File: config.mk
export PLATFORM = sky130hd
export DESIGN_NAME = game_ctrl
export DESIGN_NICKNAME = d
export VERILOG_FILES = /design/src/rtl/game_pkg.sv /design/src/rtl/block_counter.sv /design/src/rtl/game_ctrl.sv
export SDC_FILE = /design/constraint.sdc
export NUM_CORES = 1
export LEC_CHECK = 0
export ABC_AREA = 0
export BUFFER_PORTS_ARGS = -buffer_cell sky130_fd_sc_hd__clkbuf_2
export CORE_MARGIN = 2
export CORE_UTILIZATION = 50
export CTS_CLUSTER_SIZE = 20
export DETAILED_ROUTE_END_ITERATION = 16
export HOLD_SLACK_MARGIN = 0.05
export PLACE_DENSITY = 0.85
export SYNTH_ARGS = -nofsm -noshare
export SYNTH_HDL_FRONTEND = slang
export SYNTH_SLANG_ARGS = --single-unit
File: constraint.sdc
create_clock -name clk -period 2.75 [get_ports clk]
set_clock_uncertainty 0.2 [all_clocks]
set_input_delay 0.825 -clock clk [delete_from_list [all_inputs] [get_ports clk]]
set_output_delay 0.825 -clock clk [all_outputs]
set_load 0.005 [all_outputs]
File: src/rtl/game_pkg.sv
`default_nettype none
// ============================================================================
//  Module      : game_pkg
//  Description : Shared state codes, default sizing constants and state
//                decode helpers for the brick-breaker game-flow logic.
//  Revision    : 1.0 - initial release
// ============================================================================
package game_pkg;

  typedef enum logic [2:0] {
    IDLE      = 3'd0,
    SERVE     = 3'd1,
    PLAY      = 3'd2,
    LOST_LIFE = 3'd3,
    WIN       = 3'd4,
    GAME_OVER = 3'd5
  } state_t;

  localparam int DEF_NUM_BLOCKS   = 15;
  localparam int DEF_START_LIVES  = 3;
  localparam int DEF_SERVE_FRAMES = 60;
  localparam int DEF_PAUSE_FRAMES = 30;
  localparam int LIVES_W          = 2;

  // Ball is parked on the paddle while waiting to (re)launch.
  function automatic logic state_serves(input state_t s);
    return (s == IDLE) || (s == SERVE) || (s == LOST_LIFE);
  endfunction

  // Paddle and ball motion halted.
  function automatic logic state_freezes(input state_t s);
    return (s == IDLE) || (s == LOST_LIFE) || (s == WIN) || (s == GAME_OVER);
  endfunction

endpackage
`default_nettype wire

File: src/rtl/block_counter.sv
`default_nettype none
// ============================================================================
//  Module      : block_counter
//  Description : Combinational population count of the brick alive vector.
//  Revision    : 1.0 - initial release
// ============================================================================
module block_counter
  import game_pkg::*;
#(
  parameter int NUM_BLOCKS = DEF_NUM_BLOCKS,
  parameter int CNT_W      = $clog2(NUM_BLOCKS + 1)
) (
  input  logic [NUM_BLOCKS-1:0] alive,
  output logic [CNT_W-1:0]      count
);

  // Sum the alive flags into a count of bricks still standing.
  always_comb begin
    count = '0;
    for (int i = 0; i < NUM_BLOCKS; i++) begin
      count = count + CNT_W'(alive[i]);
    end
  end

endmodule
`default_nettype wire

File: src/rtl/game_ctrl.sv
`default_nettype none
// ============================================================================
//  Module      : game_ctrl
//  Description : Brick-breaker game-flow controller. Sequences serve, play,
//                lost-life pause, win and game-over; tracks lives and score
//                and drives registered serve/freeze/win/lose controls.
//  Revision    : 1.0 - initial release
// ============================================================================
module game_ctrl
  import game_pkg::*;
#(
  parameter int NUM_BLOCKS   = DEF_NUM_BLOCKS,
  parameter int START_LIVES  = DEF_START_LIVES,
  parameter int SERVE_FRAMES = DEF_SERVE_FRAMES,
  parameter int PAUSE_FRAMES = DEF_PAUSE_FRAMES
) (
  input  logic                              clk,
  input  logic                              rst,
  input  logic                              frame_tick,
  input  logic                              start_btn,
  input  logic [NUM_BLOCKS-1:0]             alive,
  input  logic                              ball_lost,
  output logic [2:0]                        state,
  output logic                              serve,
  output logic                              freeze,
  output logic [LIVES_W-1:0]                lives,
  output logic [$clog2(NUM_BLOCKS+1)-1:0]   score,
  output logic                              win,
  output logic                              lose,
  output logic                              blocks_rst
);

  localparam int SCORE_W   = $clog2(NUM_BLOCKS + 1);
  localparam int FRAME_MAX = (SERVE_FRAMES > PAUSE_FRAMES) ? SERVE_FRAMES : PAUSE_FRAMES;
  localparam int FCNT_W    = $clog2(FRAME_MAX + 1);

  localparam logic [FCNT_W-1:0]  SERVE_LAST = FCNT_W'(SERVE_FRAMES - 1);
  localparam logic [FCNT_W-1:0]  PAUSE_LAST = FCNT_W'(PAUSE_FRAMES - 1);
  localparam logic [LIVES_W-1:0] LIVES_INIT = LIVES_W'(START_LIVES);
  localparam logic [SCORE_W-1:0] SCORE_FULL = SCORE_W'(NUM_BLOCKS);

  state_t               r_state;
  state_t               w_state_nxt;
  logic [FCNT_W-1:0]    r_fcnt;
  logic                 r_start_prev;
  logic                 w_start_edge;
  logic                 w_new_game;
  logic [LIVES_W-1:0]   r_lives;
  logic [LIVES_W-1:0]   w_lives_nxt;
  logic [SCORE_W-1:0]   r_score;
  logic [SCORE_W-1:0]   w_score_nxt;
  logic [SCORE_W-1:0]   w_alive_cnt;
  logic                 r_serve;
  logic                 r_freeze;
  logic                 r_win;
  logic                 r_lose;
  logic                 r_blocks_rst;

  block_counter #(
    .NUM_BLOCKS (NUM_BLOCKS),
    .CNT_W      (SCORE_W)
  ) u_block_counter (
    .alive (alive),
    .count (w_alive_cnt)
  );

  // start_prev resets high so a button held through reset never fires.
  assign w_start_edge = start_btn & ~r_start_prev;

  // Next-state, lives and score decisions; defaults hold current values.
  always_comb begin
    w_state_nxt = r_state;
    w_lives_nxt = r_lives;
    w_new_game  = 1'b0;
    w_score_nxt = r_score;

    case (r_state)
      IDLE, WIN, GAME_OVER: begin
        if (w_start_edge) begin
          w_state_nxt = SERVE;
          w_new_game  = 1'b1;
        end
      end
      SERVE: begin
        if (w_start_edge || (frame_tick && (r_fcnt == SERVE_LAST))) begin
          w_state_nxt = PLAY;
        end
      end
      PLAY: begin
        // Clearing the last brick wins even if the ball drops that cycle.
        if (alive == '0) begin
          w_state_nxt = WIN;
        end else if (ball_lost) begin
          if (r_lives <= LIVES_W'(1)) begin
            w_lives_nxt = '0;
            w_state_nxt = GAME_OVER;
          end else begin
            w_lives_nxt = r_lives - LIVES_W'(1);
            w_state_nxt = LOST_LIFE;
          end
        end
      end
      LOST_LIFE: begin
        if (frame_tick && (r_fcnt == PAUSE_LAST)) begin
          w_state_nxt = SERVE;
        end
      end
      default: begin
        w_state_nxt = IDLE;
      end
    endcase

    // Score tracks destroyed bricks while a game is live, freezes at the end.
    case (r_state)
      SERVE, PLAY, LOST_LIFE: w_score_nxt = SCORE_FULL - w_alive_cnt;
      WIN, GAME_OVER:         w_score_nxt = r_score;
      default:                w_score_nxt = '0;
    endcase

    if (w_new_game) begin
      w_lives_nxt = LIVES_INIT;
      w_score_nxt = '0;
    end
  end

  // State, lives, score and decoded Moore outputs registered together.
  always_ff @(posedge clk or negedge rst) begin
    if (!rst) begin
      r_state      <= IDLE;
      r_lives      <= LIVES_INIT;
      r_score      <= '0;
      r_start_prev <= 1'b1;
      r_serve      <= 1'b1;
      r_freeze     <= 1'b1;
      r_win        <= 1'b0;
      r_lose       <= 1'b0;
      r_blocks_rst <= 1'b0;
    end else begin
      r_state      <= w_state_nxt;
      r_lives      <= w_lives_nxt;
      r_score      <= w_score_nxt;
      r_start_prev <= start_btn;
      r_serve      <= state_serves(w_state_nxt);
      r_freeze     <= state_freezes(w_state_nxt);
      r_win        <= (w_state_nxt == WIN);
      r_lose       <= (w_state_nxt == GAME_OVER);
      r_blocks_rst <= w_new_game;
    end
  end

  // Frame counter restarts on every state entry and advances on frame ticks.
  always_ff @(posedge clk or negedge rst) begin
    if (!rst) begin
      r_fcnt <= '0;
    end else if (w_state_nxt != r_state) begin
      r_fcnt <= '0;
    end else if (frame_tick && (r_fcnt != '1)) begin
      r_fcnt <= r_fcnt + FCNT_W'(1);
    end
  end

  assign state      = r_state;
  assign serve      = r_serve;
  assign freeze     = r_freeze;
  assign lives      = r_lives;
  assign score      = r_score;
  assign win        = r_win;
  assign lose       = r_lose;
  assign blocks_rst = r_blocks_rst;

endmodule
`default_nettype wire
# Yosys cells after proc, flatten, opt, wreduce, memory -nomap -nowiden
# Index checks and enable logic that the tools add are counted.
# word_totals
out_inout_bits,14
wordCells,82
ramBits,0
rom_bits,0
mem_count,0
input_bits,20
ff_bits,21
latch_bits,0
# op_classes
n_eq_ne,15
multipliers,0
n_bitwise,2
add_sub_neg,17
reduce_logical,19
n_lt_le_gt_ge,1
n_div,0
shifts,0
n_mux,18
# op_table
operator,n
adder 4 x 1 -> 4 bit,13
two-way mux 3 bit,6
logical NOT 15 bit,1
"equality test 3 bit, second input constant",4
two-way mux 6 bit,2
one-hot mux 3 bit (4 select lines),1
two-way mux 2 bit,5
"equality test 3 x 2 -> 1 bit, second input constant",3
one-hot mux 4 bit (2 select lines),1
"adder 6 x 1 -> 6 bit, second input constant",1
"equality test 3 x 1 -> 1 bit, second input constant",2
"equality test 6 x 5 -> 1 bit, second input constant",1
"equality test 6 bit, second input constant",1
logical NOT 3 bit,2
logical OR 1 bit,6
"!= test 6 bit, second input constant",1
nonzero test 2 bit,3
OR reduction 3 bit,2
two-way mux 4 bit,1
"!= test 2 bit, second input constant",2
"subtractor 4 bit, first input constant",1
logical AND 1 bit,3
!= test 3 bit,1
AND reduction 3 bit,1
other kinds (7),8

# Depth between registers and ports, before layout
# Gate-level depths: netlist of the first run.
# logic_depth
ltp_word,17
mapped_depth,16
depth_no_buf,16

# Modules after synthesis
# Synthesis of the first run repeated with hierarchy kept, for this count alone.
# hier_totals
cells_unflattened,152
hier_area_um2,1442.6
# modules_own_cells
mod,seq_area_each_um2,instances,area_per_inst_um2,cells_per_inst
game_ctrl,531.8,1,1117.3,116
block_counter,0.0,1,325.3,36

# Worst setup path after synthesis of the first run
# Ideal clock, no wire load.
# synth_timing
path_kind,input to register
from,input alive[4]
to,register r_score[3] (netlist: score[3])
n_path_buf,0
slack_ps,-1577
cell_stages,14
setup_time_ps,131
arrival_time_ps,3996
required_ps,2419
cell_sequence,fa_1 -> inv_1 -> fa_1 -> inv_1 -> ha_1 -> fa_1 -> ha_1 -> ha_1 -> inv_1 -> ha_1 -> a21o_1 -> a21oi_1 -> xnor2_1 -> o21ai_0
# synth_between
elab_chain_cells,14
# synth_rtl
item,line_no,text
"start, declared",game_ctrl.sv:21,"input logic [NUM_BLOCKS-1:0] alive,"
adder 4 x 1 -> 4 bit (11 in series),block_counter.sv:21,count = count + CNT_W'(alive[i]);
subtractor 4 bit,game_ctrl.sv:115,"SERVE, PLAY, LOST_LIFE: w_score_nxt = SCORE_FULL - w_alive_cnt;"
one-hot mux 4 bit (2 select lines),game_ctrl.sv:114,case (r_state)
two-way mux 4 bit,game_ctrl.sv:120,if (w_new_game) begin
"end signal, assigned",game_ctrl.sv:141,r_score <= w_score_nxt;
"end, declared",game_ctrl.sv:50,logic [SCORE_W-1:0] r_score;
# No other way between the ends.
# A chain may end at the register's enable or synchronous reset.

# Worst setup path in the final report of the first run
# layout_timing
from,input alive[6]
to,register r_score[3] (netlist: score[3])
# layout_between
elab_chain_cells,12
# layout_rtl
item,line_no
adder 4 x 1 -> 4 bit (9 in series),block_counter.sv:21
subtractor 4 bit,game_ctrl.sv:115
one-hot mux 4 bit (2 select lines),game_ctrl.sv:114
two-way mux 4 bit,game_ctrl.sv:120
# No other way between the ends.

==> results of run 1 <==
-- sequential cells by signal (all words and copies together) (netlist names), 2 cells and up --
signal / count
state: 3
score: 4
r_fcnt: 6
lives: 2
-- cell families (layout without fill, tap and decap cells) --
| group | Yosys count | after routing | share of synthesized area, % |
|---|---|---|---|
| multiplexers | 1 | 1 | 0.599 |
| flip-flops | 21 | 21 | 31.8 |
| AO/OA/AOI/OAI | 28 | 28 | 13.6 |
| AND/OR/NAND/NOR | 46 | 46 | 17.7 |
| adder cells (fa/ha/maj) | 30 | 30 | 26.1 |
| buffers and inverters | 34 | 80 | 7.64 |
| XOR/XNOR | 5 | 5 | 2.62 |
-- routing by layer --
layer	up-vias	GRT usage, %
met3	4	3.93
met2	23	34.3
li1	651	-
met4	0	6.38
met1	605	22.5
met5	-	0
-- final timing paths --
path	depth (start not counted)	to	start
hold reg to reg	2	score[0]$_DFFE_PN0P_	score[0]$_DFFE_PN0P_
setup / recovery	15	score[3]$_DFFE_PN0P_	alive[6]
max in group asynchronous	1	serve$_DFF_PN1_	rst
min in group clk	2	score[0]$_DFFE_PN0P_	score[0]$_DFFE_PN0P_
hold / removal	1	r_fcnt[0]$_DFFE_PN0P_	rst
setup reg to reg	5	r_fcnt[2]$_DFFE_PN0P_	lives[1]$_DFFE_PN1P_
-- repair_timing --
item,in CTS,in global routing
pin swaps,4,4
cloned,0,0
resized for setup,4,13
setup endpoints to repair,4,4
hold endpoints to repair,0,0
-- power groups by stage --
stage / sequential (mW) / clock, mW / combinational (mW)
5_1_grt: 0.552 / 0.166 / 1.27
2_1_floorplan: 0.531 / 0 / 0.760
6_report: 0.535 / 0.153 / 1.13
3_5_place_dp: 0.541 / 0 / 1.05
3_3_place_gp: 0.538 / 0 / 0.997
4_1_cts: 0.535 / 0.156 / 1.07
-- stage by stage --
stage               TNS (ns)  setup slack, ns  cells
finish                 -3.86            -1.30    255
global route           -4.11            -1.36    255
CTS                    -4.10            -1.30    255
detailed placement     -5.60            -1.65    251
global placement       -5.41            -1.60    251
floorplan              -4.63            -1.43    165
-- cells in the mapped netlist (2+ instances only) --
master	count	area [µm²]
a21oi_1	5	25.0
a311oi_2	2	30.0
and2b_1	2	15.0
dfrtp_1	16	400
dfstp_2	5	131
fa_1	8	160
ha_1	22	275
inv_1	32	120
nand2_1	9	33.8
nand2b_1	4	25.0
nand3_1	5	25.0
nand4_1	2	12.5
nor2_1	6	22.5
nor3b_1	3	22.5
nor4b_1	2	17.5
o21ai_0	7	35.0
o31ai_1	2	15.0
xnor2_1	3	26.3
xor2_1	2	17.5
-- cell type report --
| cell class | count | share of cell area, % |
|---|---|---|
| clock inverters | 1 | 0.235 |
| multi-input cells | 110 | 53.8 |
| clock buffers | 3 | 1.06 |
| well taps | 44 | 2.58 |
| repair buffers | 43 | 11.6 |
| flip-flops and latches | 21 | 24.9 |
| inverters | 33 | 5.81 |
==> results.sh, run 1 <==
export IMPL_cts_clk_slew_worst_paths_ns=0.12
export IMPL_worstPathMaxFanout=2
export IMPL_antenna_found_initial=0
export IMPL_relSlewSlack_pct=65.7
export IMPL_cp_slowest_stage_delay_ns=0.60
export IMPL_max_cap_viol_count=0
export IMPL_worst_path_buf_inv=4
export IMPL_overflow=0
export IMPL_globalRouteTotalUtil_pct=19.0
export IMPL_hold_path_class="input pin to async pin"
export IMPL_worstSkewPairLatency_ns=0.31
export IMPL_ys_flop_type="dfrtp_1"
export IMPL_syn_nets=215
export IMPL_switching_share_pct=40.8
export IMPL_antennaDiodeCount=0
export IMPL_numCtsBuffers=3
export IMPL_p_leak_nw=1.04
export IMPL_crit_chain="buf_6, fa_2, inv_2, fa_1, inv_2, ha_4, fa_2, ha_4, ha_4, inv_2, ha_4, a21o_1, a21oi_2, xnor2_1, o21ai_1"
export IMPL_critical_path_class="input pin to flip-flop"
export IMPL_endpoint_kind="flip-flop"
export IMPL_syn_area_um2=1670
export IMPL_post_route_cell_area_um2=2130
export IMPL_die_x_um=61.8
export IMPL_fmax_mhz=247
export IMPL_ios=34
export IMPL_regArea_um2=532
export IMPL_worst_hold_slack_ns=0.257
export IMPL_wl_met2_mm=1.78
export IMPL_slew_viol_final=0
export IMPL_routed_wl_mm=3.34
export IMPL_cts_tree="yes"
export IMPL_vias=1283
export IMPL_root_buffer="clkbuf_4"
export IMPL_synthArstFlopShare_pct=100
export IMPL_yosys_cell_types_count=47
export IMPL_cts_setup_buffers=0
export IMPL_status="complete, but fails checks"
export IMPL_tightest_slew_ns=0.515
export IMPL_fill_cells=227
export IMPL_hold_viol=0
export IMPL_ys_seq_area_share_pct=31.8
export IMPL_period_minus_slack_ns=4.05
export IMPL_highest_layer="met4"
export IMPL_gp_congestion=0.784
export IMPL_grt_pass1_vias=1230
export IMPL_final_util_pct=68.2
export IMPL_power_density_nw_per_um2=854
export IMPL_coreArea_um2=3130
export IMPL_path_common_cell="ha_4"
export IMPL_ant_nets=0
export IMPL_setup_ws_ns=-1.30
export IMPL_rsz0062_at_grt="true"
export IMPL_synth_edf_count=0
export IMPL_h_tree_depth=1
export IMPL_dieArea_um2=3820
export IMPL_crit_arrival_ns=4.05
export IMPL_dr_pass1_iters=4
export IMPL_finalSetupViolations=4
export IMPL_period_share_pct=147
export IMPL_drive_gt1_share_pct=41.2
export IMPL_grt_max_degree=22
export IMPL_vdd_drop_max_mv=0.479
export IMPL_start_kind="input pin"
export IMPL_first_iter_violations=34
export IMPL_clock_path_buffers=2
export IMPL_violations="setup timing"
export IMPL_p_clk_share_pct=8.4
export IMPL_hpwl_mm=2.74
export IMPL_multi_input_area_um2=1150
export IMPL_mostFrequentLayoutCell="clkbuf_2"
export IMPL_critPathSlowestCell="fa_2"
export IMPL_met3_length_um=93
export IMPL_cp_required_ns=2.75
export IMPL_path_delay_family="adder cells"
export IMPL_syn_inst=165
export IMPL_ff2ff_setup_slack_ns=0.88
export IMPL_avgRoutedWirePerCell_um=13.1
export IMPL_syn_avg_cell_area_um2=10.1
export IMPL_most_common_layout_cells="32 x clkbuf_2, 26 x inv_1, 16 x dfrtp_1"
export IMPL_pwr_share_comb_pct=62.2
export IMPL_total_power_mw=1.82
export IMPL_fin_nets=262
export IMPL_seqPwrFrac_pct=29.4
export IMPL_grt_pass1_wl_mm=5.24
export IMPL_post_route_drc_count=0
export IMPL_die_height_um=61.8
export IMPL_cts_sinks=21
export IMPL_internal_power_mw=1.08
export IMPL_p_switching_mw=0.743
export IMPL_syn_to_final_growth_pct=27.7
export IMPL_placed_cell_area_um2=2020
export IMPL_rows=20
export IMPL_start_util_pct=53.4
export IMPL_cts_hold_buf=0
export IMPL_wirelength_met1_mm=1.44
export IMPL_portBuffers=33
export IMPL_ys_ff_latch=21
export IMPL_viasPerCell=5.03
export IMPL_synth_warnings=0
No activity file was read; power rests on OpenSTA's default activity.
==> run 2: changes to the inputs <==
--- a/config.mk
+++ b/config.mk
@@ -8,11 +8,12 @@
 export ABC_AREA = 0
 export BUFFER_PORTS_ARGS = -buffer_cell sky130_fd_sc_hd__clkbuf_2
 export CORE_MARGIN = 2
-export CORE_UTILIZATION = 50
+export CORE_UTILIZATION = 45
 export CTS_CLUSTER_SIZE = 20
 export DETAILED_ROUTE_END_ITERATION = 16
 export HOLD_SLACK_MARGIN = 0.05
-export PLACE_DENSITY = 0.85
+export PLACE_DENSITY = 0.78
+export RECOVER_POWER = 100
 export SYNTH_ARGS = -nofsm -noshare
 export SYNTH_HDL_FRONTEND = slang
 export SYNTH_SLANG_ARGS = --single-unit
==> run 2 against run 1 <==
Die area up 10%. Non-clock buffer count fell by 2. Count of clock-buffer cells in the layout unchanged. Register-to-register slack worse by 0.11 ns. Critical path type unchanged. The run still ends with setup timing left.
==> results.sh, run 2 (synthesis results as in run 1) <==
export IMPL_dieArea_um2=4220
export IMPL_cts_hold_buf=0
export IMPL_hold_path_class="flip-flop to flip-flop"
export IMPL_placed_cell_area_um2=2000
export IMPL_p_switching_mw=0.757
export IMPL_relSlewSlack_pct=27.3
export IMPL_slew_viol_final=0
export IMPL_ant_nets=0
export IMPL_dp_cells=251
export IMPL_finalSetupViolations=4
export IMPL_path_delay_family="adder cells"
export IMPL_grt_max_degree=22
export IMPL_vias=1304
export IMPL_worst_path_buf_inv=5
export IMPL_worstSkewPairLatency_ns=0.26
export IMPL_dr_pass1_iters=4
export IMPL_p_clk_share_pct=11.0
export IMPL_switching_share_pct=40.1
export IMPL_most_common_layout_cells="26 x inv_1, 24 x clkbuf_2, 16 x dfrtp_1"
export IMPL_start_kind="input pin"
export IMPL_cp_slowest_stage_delay_ns=0.58
export IMPL_setup_ws_ns=-1.38
export IMPL_viasPerCell=5.07
export IMPL_cts_sinks=21
export IMPL_pwr_share_comb_pct=60.6
export IMPL_internal_power_mw=1.13
export IMPL_overflow=0
export IMPL_antennaDiodeCount=0
export IMPL_crit_arrival_ns=4.07
export IMPL_crit_chain="buf_8, fa_2, inv_2, fa_1, inv_2, ha_4, fa_2, ha_4, ha_4, buf_6, buf_6, fa_2, o21ai_1"
export IMPL_die_height_um=64.9
export IMPL_cp_required_ns=2.69
export IMPL_fin_nets=260
export IMPL_antenna_found_initial=0
export IMPL_violations="setup timing"
export IMPL_critical_path_class="input pin to flip-flop"
export IMPL_drive_gt1_share_pct=33.0
export IMPL_mostFrequentLayoutCell="inv_1"
export IMPL_worstPathMaxFanout=2
export IMPL_period_minus_slack_ns=4.13
export IMPL_hpwl_mm=2.64
export IMPL_numCtsBuffers=3
export IMPL_top_register="r_fcnt"
export IMPL_h_tree_depth=1
export IMPL_fmax_mhz=242
export IMPL_rsz0062_at_grt="true"
export IMPL_gp_congestion=0.840
export IMPL_rows=22
export IMPL_period_share_pct=150
export IMPL_root_buffer="clkbuf_8"
export IMPL_globalRouteTotalUtil_pct=17.4
export IMPL_post_route_drc_count=0
export IMPL_ios=34
export IMPL_ff2ff_setup_slack_ns=0.77
export IMPL_p_leak_nw=0.995
export IMPL_routed_wl_mm=3.38
export IMPL_total_power_mw=1.89
export IMPL_endpoint_kind="flip-flop"
export IMPL_cts_tree="yes"
export IMPL_power_density_nw_per_um2=902
export IMPL_first_iter_violations=42
export IMPL_clock_path_buffers=2
export IMPL_die_x_um=64.9
export IMPL_vdd_drop_max_mv=0.476
export IMPL_syn_to_final_growth_pct=25.5
export IMPL_portBuffers=33
export IMPL_cts_clk_slew_worst_paths_ns=0.08
export IMPL_start_util_pct=46.3
export IMPL_seqPwrFrac_pct=28.4
export IMPL_post_route_cell_area_um2=2100
export IMPL_avgRoutedWirePerCell_um=13.2
export IMPL_critPathSlowestCell="fa_2"
export IMPL_status="complete, but fails checks"
export IMPL_final_cells=257
export IMPL_hold_viol=0
export IMPL_largest_reg_flops=6
export IMPL_coreArea_um2=3610
export IMPL_grt_pass1_wl_mm=5.64
export IMPL_tightest_slew_ns=1.09
export IMPL_max_cap_viol_count=0
export IMPL_final_util_pct=58.1
export IMPL_grt_pass1_vias=1264
[run 2: cell types whose count changed in the layout (fill, tap and decap cells not counted), sizes merged]
| cell | previous run | this run |
|---|---|---|
| clkbuf | 35 | 36 |
| clkinv | 1 | 0 |
| buf | 11 | 8 |
| clkinvlp | 0 | 1 |
[run 2: tightest hold or removal path: stages, from the launching register on]
cell and delay (ns):
dfrtp_1 0.35, nand2_1 0.05, o21ai_1 0.07
[run 2: through the flow]
stage                     hold WS [ns]  setup TNS, ns  worst slack (ns)
after floorplan                  0.273          -4.63             -1.43
after global placement           0.283          -5.42             -1.60
after detailed placement         0.283          -5.55             -1.69
after CTS                        0.305          -4.34             -1.37
after global routing             0.330          -4.70             -1.46
final                            0.317          -4.48             -1.38
[run 2: worst paths after layout]
kind / startpoint / to / cells past startpoint
setup / recovery: alive[4] / score[1]$_DFFE_PN0P_ / 13
hold / removal: score[2]$_DFFE_PN0P_ / score[2]$_DFFE_PN0P_ / 2
setup reg to reg: lives[1]$_DFFE_PN1P_ / r_fcnt[3]$_DFFE_PN0P_ / 5
hold reg to reg: score[2]$_DFFE_PN0P_ / score[2]$_DFFE_PN0P_ / 2
max in group asynchronous: rst / r_fcnt[3]$_DFFE_PN0P_ / 1
min in group asynchronous: rst / r_fcnt[2]$_DFFE_PN0P_ / 1
[run 2: timing repair]
item                                    in CTS  in global routing
pin swaps                                   16                  2
endpoints found under the setup margin       4                  4
buffers inserted                             1                  1
gates resized for setup                     12                  3
[run 2: area by class of cell]
type	instances	area [µm²]
fillers	321	1510
clock buffers	3	41.3
repair buffers	41	233
flip-flops and latches	21	532
well taps	48	60.1
clock inverters	1	7.51
inverters	33	124
multi-input cells	110	1100
[run 2: power groups by stage]
stage,registers (mW),clock network [mW],logic [mW]
after floorplan,0.531,0,0.760
after global placement,0.547,0,0.996
after detailed placement,0.549,0,1.03
after CTS,0.543,0.213,1.14
after global routing,0.552,0.229,1.28
final,0.538,0.208,1.14
[run 2: layer usage]
metal / GRT usage, % / part of all wire [%] / vias up
met4: 5.05 / 2.0 / 0
met2: 28.9 / 50 / 35
met1: 23.1 / 43 / 623
li1: - / - / 638
met5: 0 / 0 / -
met3: 3.47 / 4.5 / 8
